`config.mk`:
```
export PLATFORM = sky130hd
export DESIGN_NAME = bus_mux_reg
export DESIGN_NICKNAME = d
export VERILOG_FILES = /design/src/rtl/bus_mux_pkg.sv /design/src/rtl/bus_mux_reg_onehot_encoder.sv /design/src/rtl/bus_mux_reg.sv
export SDC_FILE = /design/constraint.sdc
export NUM_CORES = 1
export LEC_CHECK = 0
export BUFFER_PORTS_ARGS = -buffer_cell sky130_fd_sc_hd__clkbuf_2
export CAP_MARGIN = 30
export CORE_UTILIZATION = 37
export CTS_CLUSTER_DIAMETER = 40
export DETAILED_ROUTE_END_ITERATION = 12
export PLACE_DENSITY_LB_ADDON = 0.1
export SYNTH_ARGS = -nofsm -noshare
export SYNTH_HDL_FRONTEND = slang
export SYNTH_HIERARCHICAL = 1
export SYNTH_SLANG_ARGS = --single-unit
export TNS_END_PERCENT = 5
```
`constraint.sdc`:
```
create_clock -name Clock -period 3.7 [get_ports Clock]
set_input_delay 0.74 -clock Clock [delete_from_list [all_inputs] [get_ports Clock]]
set_output_delay 0.74 -clock Clock [all_outputs]
set_load 0.02 [all_outputs]
```
`src/rtl/bus_mux_pkg.sv`:
```
// Shared definitions for the registered datapath bus multiplexer:
// select-pattern classes and source-code helpers derived from the register count.
package bus_mux_pkg;

    typedef enum logic [1:0] {
        SEL_IDLE     = 2'd0,
        SEL_LEGAL    = 2'd1,
        SEL_CONFLICT = 2'd2,
        SEL_RMULTI   = 2'd3
    } sel_class_e;

    // Source ids: 0..n-1 are the general registers, then G, DIN, MEM, IDLE.
    function automatic int calc_src_w(input int n);
        return $clog2(n + 4);
    endfunction

    function automatic int src_g(input int n);
        return n;
    endfunction

    function automatic int src_din(input int n);
        return n + 1;
    endfunction

    function automatic int src_mem(input int n);
        return n + 2;
    endfunction

    function automatic int src_idle(input int n);
        return n + 3;
    endfunction

    function automatic int onehot_idx_w(input int n);
        return (n > 1) ? $clog2(n) : 1;
    endfunction

endpackage

```
`src/rtl/bus_mux_reg_onehot_encoder.sv`:
```
// One-hot decoder for the register select vector; the MSB maps to index 0
// so that bit N-1 names R0.
module onehot_encoder
    import bus_mux_pkg::*;
#(
    parameter int N     = 8,
    parameter int IDX_W = onehot_idx_w(N)
) (
    input  logic [N-1:0]     vec_i,
    output logic             any_o,
    output logic             multi_o,
    output logic [IDX_W-1:0] idx_o
);

    assign any_o   = |vec_i;
    // Clearing the lowest set bit leaves something only when two or more were set.
    assign multi_o = |(vec_i & (vec_i - N'(1)));

    // Index of the set bit; only meaningful when exactly one bit is set.
    always_comb begin
        idx_o = '0;
        for (int i = 0; i < N; i++) begin
            if (vec_i[i]) begin
                idx_o = IDX_W'(N - 1 - i);
            end else begin
                idx_o = idx_o;
            end
        end
    end

endmodule

```
`src/rtl/bus_mux_reg.sv`:
```
// Registered datapath bus multiplexer: priority DIN > G > MEM > Rout, one cycle
// of latency, with detection and saturating counting of illegal select patterns.
module bus_mux_reg
    import bus_mux_pkg::*;
#(
    parameter int DATA_W    = 16,
    parameter int NUM_REGS  = 8,
    parameter int ERR_CNT_W = 8,
    parameter int SRC_W     = calc_src_w(NUM_REGS)
) (
    input  logic                       Clock,
    input  logic                       Resetn,
    input  logic [NUM_REGS-1:0]        Rout,
    input  logic                       DINout,
    input  logic                       Gout,
    input  logic                       Memout,
    input  logic                       Stall,
    input  logic                       err_clr,
    input  logic [NUM_REGS*DATA_W-1:0] Rdata,
    input  logic [DATA_W-1:0]          DINout_data,
    input  logic [DATA_W-1:0]          Gout_data,
    input  logic [DATA_W-1:0]          Memout_data,
    output logic [DATA_W-1:0]          BusWires,
    output logic                       bus_valid,
    output logic [SRC_W-1:0]           bus_src,
    output logic                       sel_err,
    output logic                       err_sticky,
    output logic [ERR_CNT_W-1:0]       err_count
);

    localparam int IDX_W = onehot_idx_w(NUM_REGS);
    localparam logic [SRC_W-1:0]     SRC_G    = SRC_W'(src_g(NUM_REGS));
    localparam logic [SRC_W-1:0]     SRC_DIN  = SRC_W'(src_din(NUM_REGS));
    localparam logic [SRC_W-1:0]     SRC_MEM  = SRC_W'(src_mem(NUM_REGS));
    localparam logic [SRC_W-1:0]     SRC_IDLE = SRC_W'(src_idle(NUM_REGS));
    localparam logic [ERR_CNT_W-1:0] CNT_MAX  = {ERR_CNT_W{1'b1}};

    logic                 r_any_s;
    logic                 r_multi_s;
    logic [IDX_W-1:0]     r_idx_s;
    logic [2:0]           grp_cnt_s;
    sel_class_e           sel_class_s;
    logic                 illegal_s;
    logic [DATA_W-1:0]    reg_data_s;

    logic [DATA_W-1:0]    bus_q,    bus_d;
    logic                 valid_q,  valid_d;
    logic [SRC_W-1:0]     src_q,    src_d;
    logic                 err_q,    err_d;
    logic                 sticky_q, sticky_d;
    logic [ERR_CNT_W-1:0] cnt_q,    cnt_d;

    onehot_encoder #(
        .N     (NUM_REGS),
        .IDX_W (IDX_W)
    ) u_rout_enc (
        .vec_i   (Rout),
        .any_o   (r_any_s),
        .multi_o (r_multi_s),
        .idx_o   (r_idx_s)
    );

    assign reg_data_s = Rdata[r_idx_s * DATA_W +: DATA_W];
    assign grp_cnt_s  = {2'b00, DINout} + {2'b00, Gout} + {2'b00, Memout} + {2'b00, r_any_s};

    // Classify the select pattern; a conflict takes precedence over a multi-hot Rout.
    always_comb begin
        sel_class_s = SEL_IDLE;
        if (grp_cnt_s > 3'd1) begin
            sel_class_s = SEL_CONFLICT;
        end else if (r_multi_s) begin
            sel_class_s = SEL_RMULTI;
        end else if (grp_cnt_s == 3'd1) begin
            sel_class_s = SEL_LEGAL;
        end else begin
            sel_class_s = SEL_IDLE;
        end
    end

    assign illegal_s = (sel_class_s == SEL_CONFLICT) || (sel_class_s == SEL_RMULTI);

    // Bus datapath next state: priority load, or hold with the IDLE tag.
    always_comb begin
        bus_d   = bus_q;
        valid_d = valid_q;
        src_d   = src_q;
        if (!Stall) begin
            case (sel_class_s)
                SEL_LEGAL, SEL_CONFLICT: begin
                    valid_d = 1'b1;
                    if (DINout) begin
                        bus_d = DINout_data;
                        src_d = SRC_DIN;
                    end else if (Gout) begin
                        bus_d = Gout_data;
                        src_d = SRC_G;
                    end else if (Memout) begin
                        bus_d = Memout_data;
                        src_d = SRC_MEM;
                    end else begin
                        bus_d = reg_data_s;
                        src_d = SRC_W'(r_idx_s);
                    end
                end
                SEL_RMULTI, SEL_IDLE: begin
                    valid_d = 1'b0;
                    src_d   = SRC_IDLE;
                end
                default: begin
                    valid_d = 1'b0;
                    src_d   = SRC_IDLE;
                end
            endcase
        end else begin
            bus_d   = bus_q;
            valid_d = valid_q;
            src_d   = src_q;
        end
    end

    // Error tracking ignores Stall; a same-cycle error beats err_clr.
    always_comb begin
        err_d    = illegal_s;
        sticky_d = sticky_q;
        cnt_d    = cnt_q;
        if (illegal_s) begin
            sticky_d = 1'b1;
            if (err_clr) begin
                cnt_d = ERR_CNT_W'(1);
            end else if (cnt_q != CNT_MAX) begin
                cnt_d = cnt_q + ERR_CNT_W'(1);
            end else begin
                cnt_d = cnt_q;
            end
        end else if (err_clr) begin
            sticky_d = 1'b0;
            cnt_d    = '0;
        end else begin
            sticky_d = sticky_q;
            cnt_d    = cnt_q;
        end
    end

    // State registers with synchronous active-high reset.
    always_ff @(posedge Clock) begin
        if (Resetn) begin
            bus_q    <= '0;
            valid_q  <= 1'b0;
            src_q    <= SRC_IDLE;
            err_q    <= 1'b0;
            sticky_q <= 1'b0;
            cnt_q    <= '0;
        end else begin
            bus_q    <= bus_d;
            valid_q  <= valid_d;
            src_q    <= src_d;
            err_q    <= err_d;
            sticky_q <= sticky_d;
            cnt_q    <= cnt_d;
        end
    end

    assign BusWires   = bus_q;
    assign bus_valid  = valid_q;
    assign bus_src    = src_q;
    assign sel_err    = err_q;
    assign err_sticky = sticky_q;
    assign err_count  = cnt_q;

endmodule

```
# Word-level counts from Yosys, hierarchy flattened

Index checks and enable logic that the tools add are counted.

Bits of input ports: 191
Word-level logic and storage cells: 55
Register bits after elaboration: 31

Muxes and demuxes: 25
Add/subtract/negate cells: 5
Equal/unequal tests: 5
Reductions and logical operators: 10
Shift-type cells: 1
Bitwise logic cells: 2
Magnitude comparators: 1

Operators by type and width:

| operator                                           | number |
|---|---|
| indexed part select 128 x 8 -> 16 bit              | 1 |
| 2-to-1 mux 16 bit                                  | 3 |
| 2-to-1 mux 8 bit                                   | 4 |
| 2-to-1 mux 3 bit                                   | 8 |
| OR reduction 8 bit                                 | 2 |
| 2-to-1 mux 4 bit                                   | 3 |
| adder 8 x 1 -> 8 bit, second input constant        | 1 |
| AND 8 bit                                          | 1 |
| != test 8 bit, second input constant               | 1 |
| case mux 4 bit (2 select lines)                    | 1 |
| subtractor 8 x 1 -> 8 bit, second input constant   | 1 |
| == test 2 bit, second input constant               | 2 |
| 2-to-1 mux 2 bit                                   | 2 |
| AND reduction 2 bit                                | 2 |
| nonzero test 2 bit                                 | 2 |
| OR reduction 2 bit                                 | 2 |
| adder 2 x 1 -> 3 bit                               | 1 |
| adder 3 x 1 -> 3 bit                               | 1 |
| == test 3 x 1 -> 1 bit, second input constant      | 1 |
| > comparator 3 x 1 -> 1 bit, second input constant | 1 |
| 2-to-1 mux 1 bit                                   | 3 |
| adder 1 x 1 -> 2 bit                               | 1 |
| == test 2 x 1 -> 1 bit, second input constant      | 1 |
| logical NOT 2 bit                                  | 1 |
| other kinds (3)                                    | 3 |

# Depth between registers and ports, before layout

Gate-level depths: netlist of run 1.

Word-level depth: 12
Gate-level depth with buffers: 14
Gate-level depth less buffers: 12

# Hierarchy

Netlist of run 1, hierarchy kept.

By module, submodules not included:

| module         | cells an instance | sequential area each (sq um) | instances | area each (sq um) |
|---|---|---|---|---|
| bus_mux_reg    | 310               | 620.6                        | 1         | 2802.7 |
| onehot_encoder | 23                | 0.0                          | 1         | 153.9 |

# Worst setup path after synthesis of run 1

Ideal clock, no wire load.

Path type: input-to-reg
Start point: in Gout
End point: reg bus_q[7] (netlist: BusWires[7])
Cell stages on the path: 14
Required time: 3.583 ns
Slack: 0.143 ns
Arrival time: 3.440 ns
Cells stage by stage: clkbuf_1 -> clkbuf_1 -> inv_1 -> fa_1 -> inv_1 -> ha_1 -> inv_1 -> ha_1 -> nor2_1 -> o2111ai_2 -> nor2b_1 -> buf_2 -> buf_4 -> a22o_1

Cells in the longest elaborated chain, start to end: 10

RTL lines:

| element                                                 | line               | source |
|---|---|---|
| start, declared                                         | bus_mux_reg.sv:15  | `input logic Gout,` |
| adder 1 x 1 -> 2 bit                                    | bus_mux_reg.sv:64  | `assign grp_cnt_s = {2'b00, DINout} + {2'b00, Gout} + {2'b00, Memout} + {2'b00, r_any_s};` |
| adder 2 x 1 -> 3 bit                                    | bus_mux_reg.sv:64  |  |
| adder 3 x 1 -> 3 bit                                    | bus_mux_reg.sv:64  |  |
| == test 3 x 1 -> 1 bit                                  | bus_mux_reg.sv:73  | `end else if (grp_cnt_s == 3'd1) begin` |
| 2-to-1 mux 1 bit                                        | bus_mux_reg.sv:73  |  |
| 2-to-1 mux 2 bit                                        | bus_mux_reg.sv:71  | `end else if (r_multi_s) begin` |
| 2-to-1 mux 2 bit                                        | bus_mux_reg.sv:69  | `if (grp_cnt_s > 3'd1) begin` |
| == test 2 bit or == test 2 x 1 -> 1 bit (tied branches) | bus_mux_reg.sv:88  | `case (sel_class_s)` |
| OR reduction 2 bit                                      | bus_mux_reg.sv:88  |  |
| AND reduction 2 bit (no source line)                    | -                  |  |
| end signal, assigned                                    | bus_mux_reg.sv:154 | `bus_q <= bus_d;` |
| end, declared                                           | bus_mux_reg.sv:46  | `logic [DATA_W-1:0] bus_q, bus_d;` |

Several ways; a longest one is shown, not always the timed one.
A chain may end at the register's enable or synchronous reset.

# Worst setup path after layout of run 1

Start point: in Rout[2]
End point: reg bus_q[12] (netlist: BusWires[12])

RTL lines:

| element                                                 | line                             | source |
|---|---|---|
| start, declared                                         | bus_mux_reg.sv:13                | `input logic [NUM_REGS-1:0] Rout,` |
| OR reduction 8 bit *                                    | bus_mux_reg_onehot_encoder.sv:15 | `assign any_o = \|vec_i;` |
| net r_any_s                                             | bus_mux_reg.sv:38                | `logic r_any_s;` |
| adder 3 x 1 -> 3 bit *                                  | bus_mux_reg.sv:64                |  |
| == test 3 x 1 -> 1 bit                                  | bus_mux_reg.sv:73                |  |
| 2-to-1 mux 1 bit                                        | bus_mux_reg.sv:73                |  |
| 2-to-1 mux 2 bit                                        | bus_mux_reg.sv:71                |  |
| 2-to-1 mux 2 bit *                                      | bus_mux_reg.sv:69                |  |
| == test 2 bit or == test 2 x 1 -> 1 bit (tied branches) | bus_mux_reg.sv:88                |  |
| OR reduction 2 bit *                                    | bus_mux_reg.sv:88                |  |
| AND reduction 2 bit (no source line) *                  | -                                |  |

Mark *: on every way through the listed nets, which the timed path passes. The rest lies on a longest branch.

==> run_results.csv, run 1 <==
group,metric,value,unit
run_status,status,"finished, final reports clean",
synth,synthesis.area,2960,um2
worst_setup_path,cp_cell_sequence,"clkbuf_2 > nor4_4 > nand3_1 > inv_1 > fa_1 > inv_1 > ha_1 > inv_1 > ha_1 > nand4bb_1 > o2111ai_2 > nor2b_1 > buf_4 > a22o_1",
worst_setup_path,critPathTopFamily,"simple AND/OR/NAND/NOR gates",
synth,synth_edf_count,0,
worst_setup_path,required,3.93,ns
global_routing,grt-ovfl-total,0,
routing,num_vias,3475,
sta,min_period,3.39,ns
sta,setup_tns,0,ns
clock_tree,root_buffer,"clkbuf_8",
synth,yosysSeqAreaShare,21.0,%
global_routing,grt_max_degree,44,
synth,muxShareOfSynthArea,24.2,%
routing,ant_nets,0,
worst_setup_path,cp_slowest_cell,"nor2b_1",
finish,drive_gt1_share,48.6,%
worst_setup_path,max_stage_delay,0.50,ns
synth,ys_seq_elements,31,
sta,finalCritPeriodShare,91.7,%
worst_setup_path,crit_buf_inv,5,
clock_tree,cts_max_path_buffers,2,
synth,ys.flop_type,"dfxtp_1",
flow_run,cap_violations,0,
synth,synth-warning-count,6,
synth,synth_area_leader_cell,"dfxtp_1",
synth,synth_xor_area_share,0.296,%
placement,hpwl,9.52,mm
placement,io_buffer_count,221,
sta,max_slew_margin,53.4,%
clock_tree,htree_levels,2,
synth,synthSimpleGateAreaFrac,19.1,%
routing,drt_iter0_markers,194,
synth,syn_nets,530,
floorplanning,die_h,91.4,um
worst_setup_path,worstPathArrival,3.62,ns
global_routing,grt_pass1_wl,17.0,mm
sta,setup_violations,0,
floorplanning,start_util,38.3,%
worst_hold_path,hold_path.class,"register to register",
global_routing,grt_use_total,26.4,%
finish,area_growth,44.4,%
synth,syn_inst,333,
synth,synth_top_area_share,21.0,%
worst_setup_path,crit_path_frequent_cell,"inv_1",
clock_tree,cts_tree,"built",
floorplanning,die_w,91.4,um
clock_tree,hold_buffers,0,
floorplanning,coreArea,7730,um2
clock_tree,clk_pin_slew,0.06,ns
clock_tree,worstSkewPairLatency,0.28,ns
worst_setup_path,end_kind,"register",
worst_setup_path,start_kind,"primary input",
synth,synth_compound_area_share,25.2,%
routing,routedWlPerCell,17.2,um
synth,synth_area_leaders,"dfxtp_1, mux2i_1, mux4_2",
worst_setup_path,crit_type,"primary input to register",
clock_tree,cts_resized,0,
sta,clock.fmax,295,MHz
routing,routed_wl,11.3,mm
floorplanning,rows,32,
synth,syn_avg_cell_area,8.88,um2
floorplanning,ios,222,
sta,skew,0.00234,ns
pwr,total_power,1.09,mW
finish,fill_cells,783,
sta,hold_viol,0,
synth,ys_types,55,
routing,drc_errors,0,
finish,layout.nets,747,
sta,slew_viol_final,0,
clock_tree,numCtsBuffers,5,
routing,drtPass1Iterations,4,
global_routing,grt_pass1_vias,3291,
global_routing,antenna_found_initial,0,
clock_tree,cts_setup_buffers,0,
sta,rsz0062_at_grt,"no",
floorplanning,die_area,8350,um2
worst_setup_path,crit_path_max_fanout,9,
pwr,pwr_density_cell,254,nW/um2
sta,worst_pin_slew,0.697,ns
pwr,vdd_drop_max,0.000134,V
synth,synth-async-reset-ratio,0,%
synth,synth_top_family_by_area,"compound AO/OA/AOI/OAI gates",
placement,gp_congestion,0.954,
clock_tree,clkSinkCount,31,
finish,antenna_cells,0,
pwr,p_leak,2.02,nW
routing,viasPerCell,5.32,
synth,synth_fa_ha_area_share,3.13,%
cell families after synthesis:
family,Yosys count
xor gates and xnor gates,1
AOI/OAI and AO/OA,96
adders and majority gates,7
buffers and inverters,38
muxes,50
and+or+nand+nor,110
DFF,31
registers in the layout (all words and copies together), names as in the netlist:
register    count
BusWires       16
err_count       8
bus_src         4
bus_valid       1
err_sticky      1
sel_err         1
through the flow:
step	util, %	instance area [um2]	worst slack, ns	instances	hold WS (ns)
floorplan	-	2960	0.143	333	0.540
global placement	53.9	4160	-0.169	644	0.450
detailed placement	54.0	4170	-0.0180	645	0.461
CTS	55.3	4270	0.288	653	0.471
global route	55.3	4270	0.0329	653	0.489
finish	55.3	4270	0.305	653	0.469
placed cells by master, fill, tap and decap left out, types with 3 or more instances in the layout:
| cell | count |
|---|---|
| a21oi_1 | 10 |
| mux2_2 | 4 |
| clkbuf_8 | 7 |
| nor3_1 | 21 |
| ha_1 | 5 |
| mux4_1 | 3 |
| inv_1 | 10 |
| nand2_1 | 8 |
| a221oi_1 | 15 |
| clkbuf_2 | 221 |
| mux4_2 | 13 |
| a221o_1 | 13 |
| dfxtp_1 | 31 |
| nor2_1 | 40 |
| nor4_1 | 3 |
| nand3_1 | 3 |
| o21ai_1 | 13 |
| nand2b_1 | 8 |
| buf_4 | 15 |
| o21bai_1 | 4 |
| mux2i_1 | 30 |
| nor2b_1 | 15 |
| o21ai_0 | 8 |
| a22o_1 | 15 |
layout make-up:
class                           instances  area (um2)  area share (%)
Timing Repair Buffer                  237        1240            29.0
Multi-Input combinational cell        264        2140            50.2
Tap cell                              102         128            2.99
Sequential cell                        31         621            14.5
Inverter                               11        41.3           0.967
Clock buffer                            8         100            2.34
synth_stat cells, types with 2 or more instances:
cell type	count
nor2_1	40
dfxtp_1	31
mux2i_1	30
nor3_1	21
a221oi_1	15
a22o_1	15
clkbuf_1	15
nor2b_1	15
a221o_1	13
mux4_2	13
o21ai_1	13
a21oi_1	11
inv_1	10
nand2_1	8
nand2b_1	8
o21ai_0	8
buf_2	5
ha_1	5
mux2_2	4
o21bai_1	4
buf_6	3
mux4_1	3
nand3_1	3
nor4_1	3
a211oi_1	2
a31oi_1	2
buf_12	2
o221ai_1	2
or2_1	2
or3_1	2
worst register-to-register path: stages, from the launching register on:
cell      delay (ns)
dfxtp_1         0.42
ha_1            0.20
nand3_1         0.24
o31ai_4         0.47
a21oi_1         0.12
a211oi_1        0.22
where the power goes:
part	internal, mW	switching, mW
clock	0.170	0.126
sequential	0.358	0.0156
combinational	0.207	0.209
total	0.735	0.351
worst paths after layout:
kind | start | end | slack (ns) | cells after the start
hold reg to reg | bus_src[2] | bus_src[2] | 0.47 | 2
setup reg to reg | err_count[0] | err_count[0] | 1.93 | 5
hold / removal | bus_src[2] | bus_src[2] | 0.47 | 2
setup / recovery | Rout[2] | BusWires[12] | 0.31 | 14
routing by layer:
layer  global-route usage (%)  wire, um  share of wire (%)  up-vias
met1                     34.5      4690                 42     1574
met4                     7.28       187                1.7        0
met3                     4.77       828                7.4       14
met5                        0         0                  0        -
li1                         -         -                  -     1731
met2                     44.5      5550                 49      156
Power figures use the tool's default switching activity.
==> run 2, diff against run 1 <==
--- a/config.mk
+++ b/config.mk
@@ -7,9 +7,10 @@
 export LEC_CHECK = 0
 export BUFFER_PORTS_ARGS = -buffer_cell sky130_fd_sc_hd__clkbuf_2
 export CAP_MARGIN = 30
-export CORE_UTILIZATION = 37
+export CORE_AREA = 2 2 85 87
 export CTS_CLUSTER_DIAMETER = 40
 export DETAILED_ROUTE_END_ITERATION = 12
+export DIE_AREA = 0 0 87 89
 export PLACE_DENSITY_LB_ADDON = 0.1
 export SYNTH_ARGS = -nofsm -noshare
 export SYNTH_HDL_FRONTEND = slang
==> constraint.sdc (replaced) <==
create_clock -name Clock -period 4.3 [get_ports Clock]
set_input_delay 0.86 -clock Clock [delete_from_list [all_inputs] [get_ports Clock]]
set_output_delay 0.86 -clock Clock [all_outputs]
set_load 0.02 [all_outputs]
==> run_results.csv, run 2 (synthesized netlist as in run 1, its figures left out) <==
group,metric,value,unit
finish,layout_commonest_cell,"clkbuf_2",
clock_tree,clk_pin_slew,0.06,ns
floorplanning,die_w,87,um
worst_setup_path,worstPathArrival,3.79,ns
finish,area_growth,41.4,%
floorplanning,coreArea,6720,um2
placement,gp_congestion,0.915,
routing,drt_iter0_markers,206,
floorplanning,rows,30,
routing,routed_wl,11.0,mm
placement,hpwl,9.26,mm
worst_setup_path,crit_start,"Rout[2]",
global_routing,grt_use_total,27.5,%
sta,setup_violations,0,
pwr,p_leak,1.98,nW
global_routing,grt_pass1_vias,3376,
sta,slew_viol_final,0,
worst_setup_path,rr_startpoint,"err_count[0]",
routing,drtPass1Iterations,5,
worst_setup_path,crit_path_max_fanout,10,
worst_setup_path,r2r-end,"err_count[0]",
worst_setup_path,r2r_slack,2.55,ns
worst_setup_path,endpoint,"BusWires[8]",
clock_tree,cts_tree,"built",
finish,layout.nets,740,
sta,clock.fmax,281,MHz
clock_tree,hold_buffers,0,
routing,viasPerCell,5.69,
finish,fin_util,62.2,%
routing,drc_errors,0,
routing,routedWlPerCell,17.7,um
floorplanning,die_h,89,um
worst_setup_path,start_kind,"primary input",
placement,postPlaceCellArea,4090,um2
finish,stdcell_area,4180,um2
global_routing,grt_pass1_wl,16.4,mm
sta,hold_viol,0,
clock_tree,cts_setup_buffers,0,
global_routing,grt-ovfl-total,0,
worst_setup_path,crit_type,"primary input to register",
finish,final_cell_mix,"clkbuf_2, nor2_1, dfxtp_1",
floorplanning,ios,222,
floorplanning,die_area,7740,um2
sta,max_slew_margin,53.2,%
pwr,pwr_density_cell,217,nW/um2
clock_tree,clkSinkCount,31,
sta,finalCritPeriodShare,82.8,%
clock_tree,root_buffer,"clkbuf_8",
global_routing,gr-max-usage-layer,"met2",
pwr,total_power,909,uW
clock_tree,numCtsBuffers,5,
sta,min_period,3.56,ns
pwr,vdd_drop_max,0.000110,V
global_routing,grtUsageMet3,6.09,%
routing,num_vias,3543,
run_status,status,"finished, final reports clean",
finish,layout.cells.non_filler,623,
worst_setup_path,required,4.53,ns
sta,rsz0062_at_grt,"no",
sta,setup_tns,0,ns
clock_tree,cts_resized,0,
worst_hold_path,hold_path.class,"register to register",
finish,drive_gt1_share,48.1,%
finish,antenna_cells,0,
finish,largest_register_ff_count,16,
floorplanning,start_util,44.0,%
sta,worst_pin_slew,0.700,ns
worst_setup_path,end_kind,"register",
sta,skew,0.00173,ns
global_routing,gr-usage-met2,45.7,%
placement,io_buffer_count,221,
flow_run,cap_violations,0,
global_routing,antenna_found_initial,0,
worst_setup_path,r2r_cells,5,
clock_tree,worstSkewPairLatency,0.29,ns
clock_tree,cts_max_path_buffers,2,
global_routing,grt_max_degree,44,
global_routing,grtUsageMet1,35.1,%
routing,ant_nets,0,
clock_tree,htree_levels,2,
placement,placed_cells,616,
## run 2: cell types whose count changed in the layout (fill, tap and decap cells not counted), sizes merged
cell,delta
buf,-7
clkbuf,-2
clkinv,+1
## run 2: final cells by class
| type | count | area [um2] |
|---|---|---|
| Sequential cell | 31 | 621 |
| Timing Repair Buffer | 230 | 1190 |
| Clock buffer | 6 | 82.6 |
| Inverter | 11 | 41.3 |
| Tap cell | 80 | 100 |
| Multi-Input combinational cell | 264 | 2140 |
| Fill cell | 622 | 2540 |
| Clock inverter | 1 | 5.00 |
## run 2: worst min-delay path by stage
stage / startpoint / to / slack [ns] / cells after the start
final: bus_valid / bus_valid / 0.47 / 2
after global routing: bus_valid / bus_valid / 0.50 / 2
after CTS: bus_valid / bus_valid / 0.47 / 2
after floorplan: bus_src[2] / bus_src[2] / 0.54 / 2
after detailed placement: bus_valid / bus_valid / 0.46 / 2
after global placement: bus_valid / bus_valid / 0.46 / 2
## run 2: per-layer routing
| layer | wire length (um) | part of all wire [%] |
|---|---|---|
| met2 | 5550 | 50 |
| met5 | 0 | 0 |
| met1 | 4400 | 40 |
| met4 | 264 | 2.4 |
| met3 | 825 | 7.5 |
## run 2: worst max-delay path, cell delays in order
cell and delay [ns]:
clkbuf_2 0.12, nor4_4 0.33, nand3_1 0.11, inv_1 0.09
fa_1 0.41, inv_1 0.07, ha_1 0.16, inv_1 0.06
ha_1 0.29, nand4bb_1 0.27, o2111ai_2 0.15, nor2b_1 0.50
buf_6 0.22, a22o_1 0.14
## run 2: where the power goes
part	internal, mW	total (mW)	switching, mW
sequential	0.308	0.322	0.0141
clock	0.125	0.234	0.109
combinational	0.175	0.353	0.178
## run 2: per-stage QoR
| stage | hold slack (ns) | setup WS, ns |
|---|---|---|
| after floorplan | 0.540 | 0.623 |
| final | 0.467 | 0.738 |
| after detailed placement | 0.464 | 0.442 |
| after CTS | 0.474 | 0.733 |
| after global placement | 0.457 | 0.222 |
| after global routing | 0.498 | 0.516 |
==> run 3, diff against run 2 <==
--- a/config.mk
+++ b/config.mk
@@ -7,10 +7,9 @@
 export LEC_CHECK = 0
 export BUFFER_PORTS_ARGS = -buffer_cell sky130_fd_sc_hd__clkbuf_2
 export CAP_MARGIN = 30
-export CORE_AREA = 2 2 85 87
+export CORE_UTILIZATION = 41
 export CTS_CLUSTER_DIAMETER = 40
 export DETAILED_ROUTE_END_ITERATION = 12
-export DIE_AREA = 0 0 87 89
 export PLACE_DENSITY_LB_ADDON = 0.1
 export SYNTH_ARGS = -nofsm -noshare
 export SYNTH_HDL_FRONTEND = slang
==> constraint.sdc (replaced) <==
create_clock -name Clock -period 3.4 [get_ports Clock]
set_input_delay 0.68 -clock Clock [delete_from_list [all_inputs] [get_ports Clock]]
set_output_delay 0.68 -clock Clock [all_outputs]
set_load 0.02 [all_outputs]
==> run_results.csv, run 3 (synthesized netlist as in run 1, its figures left out) <==
group,metric,value,unit
run_status,status,"finished, final reports clean",
clock_tree,clk_pin_slew,0.07,ns
worst_setup_path,worstPathArrival,3.29,ns
worst_setup_path,end_kind,"register",
routing,drtPass1Iterations,4,
clock_tree,clkSinkCount,31,
worst_setup_path,cp_cell_sequence,"clkbuf_2 > nor4_4 > nand3_1 > inv_1 > fa_1 > inv_1 > ha_1 > inv_1 > ha_1 > nand4bb_1 > o2111ai_2 > nor2b_1 > buf_4 > a22o_1",
floorplanning,die_h,86.9,um
sta,skew,0.00159,ns
sta,finalCritPeriodShare,90.2,%
worst_setup_path,max_stage_delay,0.40,ns
sta,worst_pin_slew,0.701,ns
global_routing,grt_max_degree,27,
routing,routed_wl,11.2,mm
floorplanning,ios,222,
global_routing,grt_pass1_vias,3511,
worst_setup_path,crit_path_frequent_cell,"inv_1",
pwr,vdd_drop_max,0.000150,V
routing,ant_nets,0,
placement,gp_congestion,0.954,
clock_tree,cts_setup_buffers,0,
flow_run,cap_violations,0,
placement,hpwl,9.54,mm
global_routing,antenna_found_initial,0,
finish,antenna_cells,0,
global_routing,grtUsageMet1,36.6,%
worst_setup_path,crit_buf_inv,5,
clock_tree,cts_tree,"built",
finish,layout_commonest_cell,"clkbuf_2",
global_routing,gr-usage-met2,52.8,%
floorplanning,die_area,7560,um2
clock_tree,numCtsBuffers,5,
pwr,p_leak,2.08,nW
routing,drt_iter0_markers,157,
sta,setup_violations,0,
worst_setup_path,required,3.63,ns
routing,routedWlPerCell,17.0,um
sta,hold_viol,0,
floorplanning,die_w,86.9,um
sta,rsz0062_at_grt,"no",
finish,stdcell_area,4340,um2
placement,io_buffer_count,221,
clock_tree,worstSkewPairLatency,0.28,ns
placement,postPlaceCellArea,4260,um2
worst_setup_path,cp_slowest_cell,"fa_1",
sta,min_period,3.07,ns
floorplanning,rows,30,
finish,drive_gt1_share,50.0,%
clock_tree,cts_resized,0,
global_routing,grt-ovfl-total,0,
routing,num_vias,3643,
worst_setup_path,start_kind,"primary input",
routing,drc_errors,0,
finish,multiInputGateArea,2140,um2
finish,largest_register_ff_count,16,
global_routing,grt_use_total,29.6,%
sta,slew_viol_final,0,
pwr,pwr_density_cell,266,nW/um2
sta,max_slew_margin,53.1,%
finish,final_cell_mix,"clkbuf_2, nor2_1, dfxtp_1",
worst_hold_path,hold_path.class,"register to register",
global_routing,grtUsageMet3,4.74,%
global_routing,grt_pass1_wl,17.1,mm
routing,viasPerCell,5.52,
clock_tree,root_buffer,"clkbuf_8",
worst_setup_path,crit_path_max_fanout,13,
worst_setup_path,crit_type,"primary input to register",
global_routing,gr-max-usage-layer,"met2",
worst_setup_path,critPathTopFamily,"simple AND/OR/NAND/NOR gates",
floorplanning,coreArea,6870,um2
finish,fill_cells,639,
sta,whs,0.473,ns
clock_tree,htree_levels,2,
finish,ff_latch_area,621,um2
finish,area_growth,46.9,%
sta,clock.fmax,326,MHz
clock_tree,hold_buffers,0,
finish,layout.nets,760,
clock_tree,cts_max_path_buffers,2,
floorplanning,start_util,43.0,%
## run 3: changes by cell type in the layout (fill, tap and decap cells not counted), sizes merged
cell,change
clkbuf,-1
clkinv,+2
buf,+20
## run 3: worst min-delay path: cells and delay by family, from the launching register on
| kind | cells | cell delay [ns] |
|---|---|---|
| flops | 1 | 0.31 |
| simple gates | 1 | 0.06 |
| compound gates | 1 | 0.06 |
## run 3: final cells by class
type	count	share of cell area, %
multi-input cells	264	49.3
repair buffers	250	30.8
flip-flops and latches	31	14.3
well taps	96	2.76
clock buffers	5	1.58
inverters	11	0.950
clock inverters	3	0.346
## run 3: report_power, final
part / total [mW] / leakage, nW / internal, mW / switching (mW)
clock: 0.283 / 0.0477 / 0.140 / 0.143
sequential: 0.406 / 0.254 / 0.390 / 0.0163
combinational: 0.466 / 1.78 / 0.235 / 0.232
total: 1.15 / 2.08 / 0.764 / 0.391
## run 3: through the flow
step	util [%]	std cells	TNS [ns]	worst slack [ns]	power, mW
floorplan	-	333	0	0.104	0.669
global placement	61.9	651	-5.93	-0.376	0.867
detailed placement	62.0	652	0	0.0243	0.878
CTS	63.2	660	0	0.312	1.16
global route	63.2	660	0	0.0424	1.22
finish	63.2	660	0	0.335	1.15
## run 3: path summary, 6_finish.rpt
| check | from | endpoint | slack, ns | cells after the start |
|---|---|---|---|---|
| min | bus_valid | bus_valid | 0.47 | 2 |
| min reg2reg | bus_valid | bus_valid | 0.47 | 2 |
| max | Rout[2] | BusWires[8] | 0.33 | 14 |
| max reg2reg | err_count[0] | err_count[0] | 1.68 | 5 |
## run 3: per-layer routing
layer / up-vias / wire, um / share of wire (%)
met2: 157 / 5680 / 51
li1: 1762 / - / -
met5: - / 0 / 0
met4: 0 / 216 / 1.9
met3: 18 / 758 / 6.7
met1: 1706 / 4590 / 41
